[config.mk]
export PLATFORM = sky130hd
export DESIGN_NAME = riscv_csr_file
export DESIGN_NICKNAME = d
export VERILOG_FILES = /design/src/rtl/riscv_csr_file.sv
export SDC_FILE = /design/constraint.sdc
export NUM_CORES = 1
export LEC_CHECK = 0
export ABC_AREA = 1
export ABC_CLOCK_PERIOD_IN_PS = 4300
export CAP_MARGIN = 10
export CORE_MARGIN = 4
export CORE_UTILIZATION = 35
export DETAILED_ROUTE_END_ITERATION = 7
export GPL_TIMING_DRIVEN = 0
export PLACE_DENSITY = 0.61
export SLEW_MARGIN = 15
export SYNTH_ARGS = -nofsm -noshare
export SYNTH_HDL_FRONTEND = slang
export SYNTH_SLANG_ARGS = --single-unit
[constraint.sdc]
create_clock -name clk -period 4.3 [get_ports clk]
set_input_delay 0.86 -clock clk [delete_from_list [all_inputs] [get_ports clk]]
set_output_delay 0.86 -clock clk [all_outputs]
set_load 0.03 [all_outputs]
[src/rtl/riscv_csr_file.sv]
// RV32 machine-mode CSR file: trap/mret status, counters, interrupt pending.
// Reads are combinational; every update happens on the rising clock edge.
module riscv_csr_file #(
  parameter logic [31:0] HART_ID    = 32'h0,
  parameter logic [31:0] MISA_VALUE = 32'h4000_0100
) (
  input  logic        clk,
  input  logic        rst,
  input  logic [11:0] csr_addr,
  input  logic        csr_access,
  input  logic [1:0]  csr_write_mode,
  input  logic [31:0] csr_wdata,
  output logic [31:0] csr_rdata,
  output logic        csr_illegal,
  input  logic        instr_retire,
  input  logic        trap_valid,
  input  logic [31:0] trap_pc,
  input  logic [31:0] trap_cause,
  input  logic [31:0] trap_tval,
  input  logic        mret,
  input  logic        ext_irq,
  input  logic        timer_irq,
  input  logic        sw_irq,
  output logic [31:0] trap_vector,
  output logic [31:0] epc,
  output logic        irq_pending
);
  localparam logic [31:0] MIE_MASK = 32'h0000_0888;

  logic        st_mie_q, st_mie_d;
  logic        st_mpie_q, st_mpie_d;
  logic [31:0] mie_q, mie_d;
  logic [31:0] mtvec_q, mtvec_d;
  logic [31:0] mscratch_q, mscratch_d;
  logic [31:0] mepc_q, mepc_d;
  logic [31:0] mcause_q, mcause_d;
  logic [31:0] mtval_q, mtval_d;
  logic [63:0] mcycle_q, mcycle_d;
  logic [63:0] minstret_q, minstret_d;
  logic [31:0] mstatus, mip;
  logic        impl, ro, wr, wr_sys;

  assign mstatus = {19'b0, 2'b11, 3'b0, st_mpie_q, 3'b0, st_mie_q, 3'b0};
  assign mip     = {20'b0, ext_irq, 3'b0, timer_irq, 3'b0, sw_irq, 3'b0};

  always_comb begin
    csr_rdata = '0;
    impl      = 1'b1;
    case (csr_addr)
      12'h300:          csr_rdata = mstatus;
      12'h301:          csr_rdata = MISA_VALUE;
      12'h304:          csr_rdata = mie_q;
      12'h305:          csr_rdata = mtvec_q;
      12'h340:          csr_rdata = mscratch_q;
      12'h341:          csr_rdata = mepc_q;
      12'h342:          csr_rdata = mcause_q;
      12'h343:          csr_rdata = mtval_q;
      12'h344:          csr_rdata = mip;
      12'hB00, 12'hC00: csr_rdata = mcycle_q[31:0];
      12'hB80, 12'hC80: csr_rdata = mcycle_q[63:32];
      12'hB02, 12'hC02: csr_rdata = minstret_q[31:0];
      12'hB82, 12'hC82: csr_rdata = minstret_q[63:32];
      12'hF14:          csr_rdata = HART_ID;
      default:          impl = 1'b0;
    endcase
  end

  assign ro = (csr_addr[11:10] == 2'b11) || (csr_addr == 12'h301) ||
              (csr_addr == 12'h344);
  assign csr_illegal = csr_access &
                       (~impl | (ro & (csr_write_mode != 2'b00)));
  assign wr     = csr_access & (csr_write_mode != 2'b00) & ~csr_illegal;
  // trap/mret own mstatus, mepc, mcause and mtval for this cycle
  assign wr_sys = wr & ~trap_valid & ~mret;

  always_comb begin
    st_mie_d   = st_mie_q;
    st_mpie_d  = st_mpie_q;
    mie_d      = mie_q;
    mtvec_d    = mtvec_q;
    mscratch_d = mscratch_q;
    mepc_d     = mepc_q;
    mcause_d   = mcause_q;
    mtval_d    = mtval_q;
    mcycle_d   = mcycle_q + 64'd1;
    minstret_d = minstret_q + {63'b0, instr_retire};
    if (wr) begin
      case (csr_addr)
        12'h304: mie_d      = csr_wdata & MIE_MASK;
        12'h305: mtvec_d    = {csr_wdata[31:2], 2'b00};
        12'h340: mscratch_d = csr_wdata;
        12'hB00: mcycle_d   = {mcycle_q[63:32], csr_wdata};
        12'hB80: mcycle_d   = {csr_wdata, mcycle_q[31:0]};
        12'hB02: minstret_d = {minstret_q[63:32], csr_wdata};
        12'hB82: minstret_d = {csr_wdata, minstret_q[31:0]};
        default: ;
      endcase
    end
    if (wr_sys) begin
      case (csr_addr)
        12'h300: begin
          st_mie_d  = csr_wdata[3];
          st_mpie_d = csr_wdata[7];
        end
        12'h341: mepc_d   = {csr_wdata[31:2], 2'b00};
        12'h342: mcause_d = csr_wdata;
        12'h343: mtval_d  = csr_wdata;
        default: ;
      endcase
    end
    if (trap_valid) begin
      mepc_d    = {trap_pc[31:2], 2'b00};
      mcause_d  = trap_cause;
      mtval_d   = trap_tval;
      st_mpie_d = st_mie_q;
      st_mie_d  = 1'b0;
    end else if (mret) begin
      st_mie_d  = st_mpie_q;
      st_mpie_d = 1'b1;
    end
  end

  always_ff @(posedge clk) begin
    if (rst) begin
      st_mie_q   <= 1'b0;
      st_mpie_q  <= 1'b0;
      mie_q      <= '0;
      mtvec_q    <= '0;
      mscratch_q <= '0;
      mepc_q     <= '0;
      mcause_q   <= '0;
      mtval_q    <= '0;
      mcycle_q   <= '0;
      minstret_q <= '0;
    end else begin
      st_mie_q   <= st_mie_d;
      st_mpie_q  <= st_mpie_d;
      mie_q      <= mie_d;
      mtvec_q    <= mtvec_d;
      mscratch_q <= mscratch_d;
      mepc_q     <= mepc_d;
      mcause_q   <= mcause_d;
      mtval_q    <= mtval_d;
      mcycle_q   <= mcycle_d;
      minstret_q <= minstret_d;
    end
  end

  assign trap_vector = rst ? '0 : {mtvec_q[31:2], 2'b00};
  assign epc         = rst ? '0 : mepc_q;
  assign irq_pending = ~rst & st_mie_q & (|(mip & mie_q));

endmodule
# --- Word-level counts from Yosys, hierarchy flattened ---
# Index checks and enable logic that the tools add are counted.
totals:
  register_bits: 289
  inputBits: 151
  output_inout_bits: 98
classes:
  addsub: 2
  eq_ne: 23
  mux: 24
  bitwise_logic: 15
  n_reduce_logical: 26
ops:
  columns: ["operator", "count"]
  rows:
  - ["32-bit one-hot mux with 13 select lines", 1]
  - ["32-bit two-way mux", 11]
  - ["64-bit one-hot mux with 2 select lines", 2]
  - ["64-bit two-way mux", 2]
  - ["12-bit by 10-bit equality test with 1-bit output (second input constant)", 9]
  - ["12-bit equality test (second input constant)", 9]
  - ["64-bit by 1-bit adder with 64-bit output", 1]
  - ["64-bit by 1-bit adder with 64-bit output (second input constant)", 1]
  - ["32-bit OR reduction", 1]
  - ["18-bit OR reduction", 1]
  - ["2-bit AND reduction", 8]
  - ["2-bit nonzero test", 7]
  - ["12-bit bitwise AND", 1]
  - ["2-bit OR reduction", 5]
  - ["1-bit bitwise AND", 8]
  - ["1-bit two-way mux", 8]
  - ["2-bit != test (second input constant)", 4]
  - ["3-bit nonzero test", 2]
  - ["1-bit NOT", 5]
  - ["2-bit equality test (second input constant)", 1]
  - ["1-bit logical OR", 2]
  - ["1-bit OR", 1]

# --- Depth between registers and ports, before layout ---
logic_depth:
  ltp_word: 13
  depth_mapped: 16
  ltp_nobuf: 15

# --- Worst setup path before layout ---
# No wires, ideal clock.
synth_timing:
  kind: "in2out"
  from: "input port csr_addr[9]"
  to: "output port csr_rdata[10]"
  t_arrival_ps: 2401
  slack_ps: 1039
  path_stages: 8
  path_cell_list: "nand2_1 -> nor2_2 -> nand3_1 -> inv_1 -> buf_1 -> buf_1 -> nand2_1 -> o2111ai_1"
synth_between:
  elab_chain_cells: 3
  elab_cells_between_ends: 22
  cone_classes: "eq/ne (17); mux (1); reduce/logical (4)"
synth_lines:
  columns: ["element", "line_no", "rtl"]
  rows:
  - ["start: declaration", "9", "input logic [11:0] csr_addr,"]
  - ["12-bit equality test", "49", "case (csr_addr)"]
  - ["2-bit OR reduction", null, null]
  - ["32-bit one-hot mux with 13 select lines *", "49", null]
  - ["end: declaration", "13", "output logic [31:0] csr_rdata,"]
# Mark *: on every way between the ends. The rest lies on a longest branch, timed or not.

# --- Final worst setup path ---
layout_timing:
  from: "input port csr_addr[1]"
  to: "output port csr_rdata[28]"
# Same word-level chain as after synthesis.

==> impl_metrics.tcl <==
set metrics [dict create \
    crit_path_start_kind "primary input" \
    drc 0 \
    clockBufferDepth 3 \
    worst_ep_required_time_ns 3.44 \
    start_util_pct 35.6 \
    synthMuxAreaShare_pct 0 \
    power_density_mw_per_mm2 288 \
    synth_cell_types 41 \
    syn_inst 3094 \
    cts.reportedPaths.clkPinSlew_ns 0.06 \
    antenna_found_initial 3 \
    num_rows 84 \
    routedWlPerCell_um 28.7 \
    ys.flop_type "dfxtp_1" \
    core_mm2 0.0529 \
    synth_top_area_share_pct 30.7 \
    period_minus_slack_ns 4.30 \
    synth-compound-area-share_pct 20.1 \
    hold_viol 0 \
    postRouteWirelength_mm 117 \
    fin_skew_ns 0.0156 \
    port_buffers 240 \
    min_from "mscratch_q[4]$_SDFFE_PP0P_" \
    worstSkewPairLatency_ns 0.57 \
    slew_headroom_pct 25.4 \
    first_iter_violations 3768 \
    cts.sinks 289 \
    antenna_cells 0 \
    area_growth_pct 24.6 \
    hold_class "flop to flop" \
    die_height_um 240 \
    reg2reg_to "mcycle_q[26]$_SDFFE_PP0P_" \
    grt_setup_unrepaired "yes" \
    ctsHoldBuffers 0 \
    grt_pass1_wl_mm 162 \
    first_pass_iters 7 \
    status "finished clean" \
    critPathCaptureType "primary output" \
    synth_edf_count 0 \
    tns_ns 0 \
    ios 249 \
    die_area_mm2 0.0576 \
    worstSetupPathType "primary input to primary output" \
    max-vdd-ir-drop_mv 0.194 \
    dp_hpwl_mm 95.3 \
    hold_depth 2 \
    grt.busiest_layer "met2" \
    drv_slew 0 \
    synthXorXnorAreaFrac_pct 5.02 \
    cts-root-buf "clkbuf_16" \
    synthAdderAreaFrac_pct 0.199 \
    cp.arrival_ns 3.44 \
    max_freq_ghz 0.233 \
    h-tree-depth 2 \
    post-route-util_pct 44.4 \
    rr_startpoint "mcycle_q[0]$_SDFFE_PP0P_" \
    grt_pass1_vias 21976 \
    gr-total-overflow 0 \
    viasPerCell 5.89 \
    yosys_register_bits 289 \
    synth_top_family_by_area "simple AND/OR/NAND/NOR gates" \
    critical_path_peak_fanout 10 \
    grt_max_degree 13 \
    holdPathEnd "mscratch_q[4]$_SDFFE_PP0P_" \
    grtUsageMet2_pct 54.7 \
    place_congestion 1.08 \
    grt.met1_usage_pct 53.4 \
    numCtsBuffers 36 \
    r2r_slack_ns 1.18 \
    layout.nets 3530 \
    drive_above_1_share_pct 5.32 \
    async_flop_share_pct 0 \
    synth-simple-area-share_pct 33.7 \
    syn_avg_cell_area_um2 6.08 \
    drv_cap 0 \
    via_count 24082 \
    power_leakage_nw 8.54 \
    met3_usage_pct 9.76 \
    cts_tree "done" \
    worst_pin_slew_ns 1.12 \
    die_width_um 240 \
    seq_area_frac_synth_pct 30.7 \
    yosys-top-cells-area "dfxtp_1, nand2_1, a21oi_1" \
    gr-usage-all-layers_pct 39.2 \
    setup_viol 0 \
    post-route-period-util_pct 100 \
    yosysTopAreaCell "dfxtp_1" \
    ant_nets 0 \
    yosys_warnings 0 \
    netlist_area_mm2 0.0188 \
    ff2ff_path_depth 11 \
]
-- worst max-delay path, stage by stage --
cell,delay [ns]
clkdlybuf4s50_1,0.51
inv_1,0.08
nor2_1,0.10
nand2_1,0.11
nor2_1,0.21
nand2_2,0.21
clkbuf_2,0.29
o22ai_1,0.38
nor3_1,0.09
nand2_1,0.16
clkdlybuf4s15_1,0.41
-- stage by stage --
| step | power (mW) | worst slack (ns) | hold slack (ns) | std cells | cell area (µm²) |
|---|---|---|---|---|---|
| after floorplan | 3.11 | 1.04 | 0.424 | 3097 | 18800 |
| after CTS | 6.72 | -0.0425 | 0.447 | 4089 | 23400 |
| final | 6.75 | 0.000274 | 0.450 | 4089 | 23500 |
| after global routing | 6.87 | -0.00374 | 0.463 | 4089 | 23500 |
| after detailed placement | 3.52 | -1.04 | 0.439 | 4025 | 22100 |
| after global placement | 3.52 | -1.04 | 0.434 | 4025 | 22100 |
-- where the power goes --
group / total, mW / internal [mW] / switching, mW / leakage [nW]
Sequential: 2.76 / 2.72 / 0.0414 / 2.34
Clock: 3.25 / 1.89 / 1.36 / 0.597
Combinational: 0.739 / 0.246 / 0.493 / 5.60
-- cell usage after synthesis, drive strengths merged (8+ instances only) --
| cell | instances |
|---|---|
| nand2 | 792 |
| nor2 | 340 |
| a21oi | 301 |
| inv | 298 |
| dfxtp | 289 |
| nand3 | 276 |
| o21ai | 221 |
| clkbuf | 122 |
| xor2 | 98 |
| nor3 | 77 |
| buf | 60 |
| a221oi | 51 |
| o22ai | 51 |
| nand4 | 32 |
| a31oi | 22 |
| o2111ai | 13 |
| xnor2 | 10 |
| a22oi | 9 |
| nor4 | 8 |
-- metal layers --
layer	wire length, µm	vias up
li1	-	10820
met1	46900	11180
met2	45500	1705
met3	15000	371
met4	9760	6
met5	36	-
-- cell families (layout without fill, tap and decap cells) --
kind of cell | Yosys count | in the layout
compound gates | 678 | 678
xor+xnor | 108 | 108
fa+ha+maj | 3 | 3
simple gates | 1531 | 1531
buf+inv | 484 | 788
other cells | 1 | 4
flops | 289 | 289
-- registers in the layout (all words and copies together), names as in the netlist --
| name | flops |
|---|---|
| mtvec_q | 30 |
| mscratch_q | 32 |
| mie_q | 3 |
| mcause_q | 32 |
| minstret_q | 64 |
| st_mie_q | 1 |
| mtval_q | 32 |
| mcycle_q | 64 |
| mepc_q | 30 |
| st_mpie_q | 1 |
-- timing repair --
item,CTS,global route
endpoints found under the setup margin,32,34
pin swaps,0,1
gates resized for setup,100,42
setup buffers,1,0
-- placed cells by master (no fill, tap or decap), types with 4 or more instances in the layout --
cell type,instances
inv_1,288
clkbuf_4,5
nand3_1,273
nor4_1,8
nand2_2,4
buf_6,8
conb_1,4
nand4_1,32
o211ai_1,4
a21oi_1,300
clkdlybuf4s15_2,9
clkinv_2,7
a31oi_1,22
nor2_2,4
o21ai_0,186
clkbuf_16,37
clkbuf_2,11
nor2_1,333
clkdlybuf4s50_1,208
clkbuf_1,112
buf_4,9
o22ai_1,51
buf_1,10
clkbuf_8,11
nor3_1,77
xnor2_1,10
inv_2,9
dfxtp_1,289
dlygate4sd2_1,14
buf_2,40
a221oi_1,46
o21ai_1,34
a22oi_1,9
a221oi_2,5
nand2_1,786
o2111ai_1,10
xor2_1,98
-- area by class of cell --
type	count	area, µm²
Inverter	302	1140
Clock inverter	11	118
Sequential cell	289	5790
Multi-Input combinational cell	2324	11200
Clock buffer	52	1090
Buffer	182	843
Tap cell	688	861
Timing Repair Buffer	241	2370
Fill cell	5913	29400
-- worst max path at each step --
stage | endpoint | cells past startpoint | start
after global placement | csr_rdata[16] | 10 | csr_addr[8]
after detailed placement | csr_rdata[16] | 10 | csr_addr[8]
after CTS | csr_rdata[16] | 10 | csr_addr[8]
after floorplan | csr_rdata[10] | 8 | csr_addr[9]
final | csr_rdata[28] | 11 | csr_addr[1]
after global routing | csr_rdata[0] | 11 | csr_addr[10]
Power figures use the tool's default switching activity.
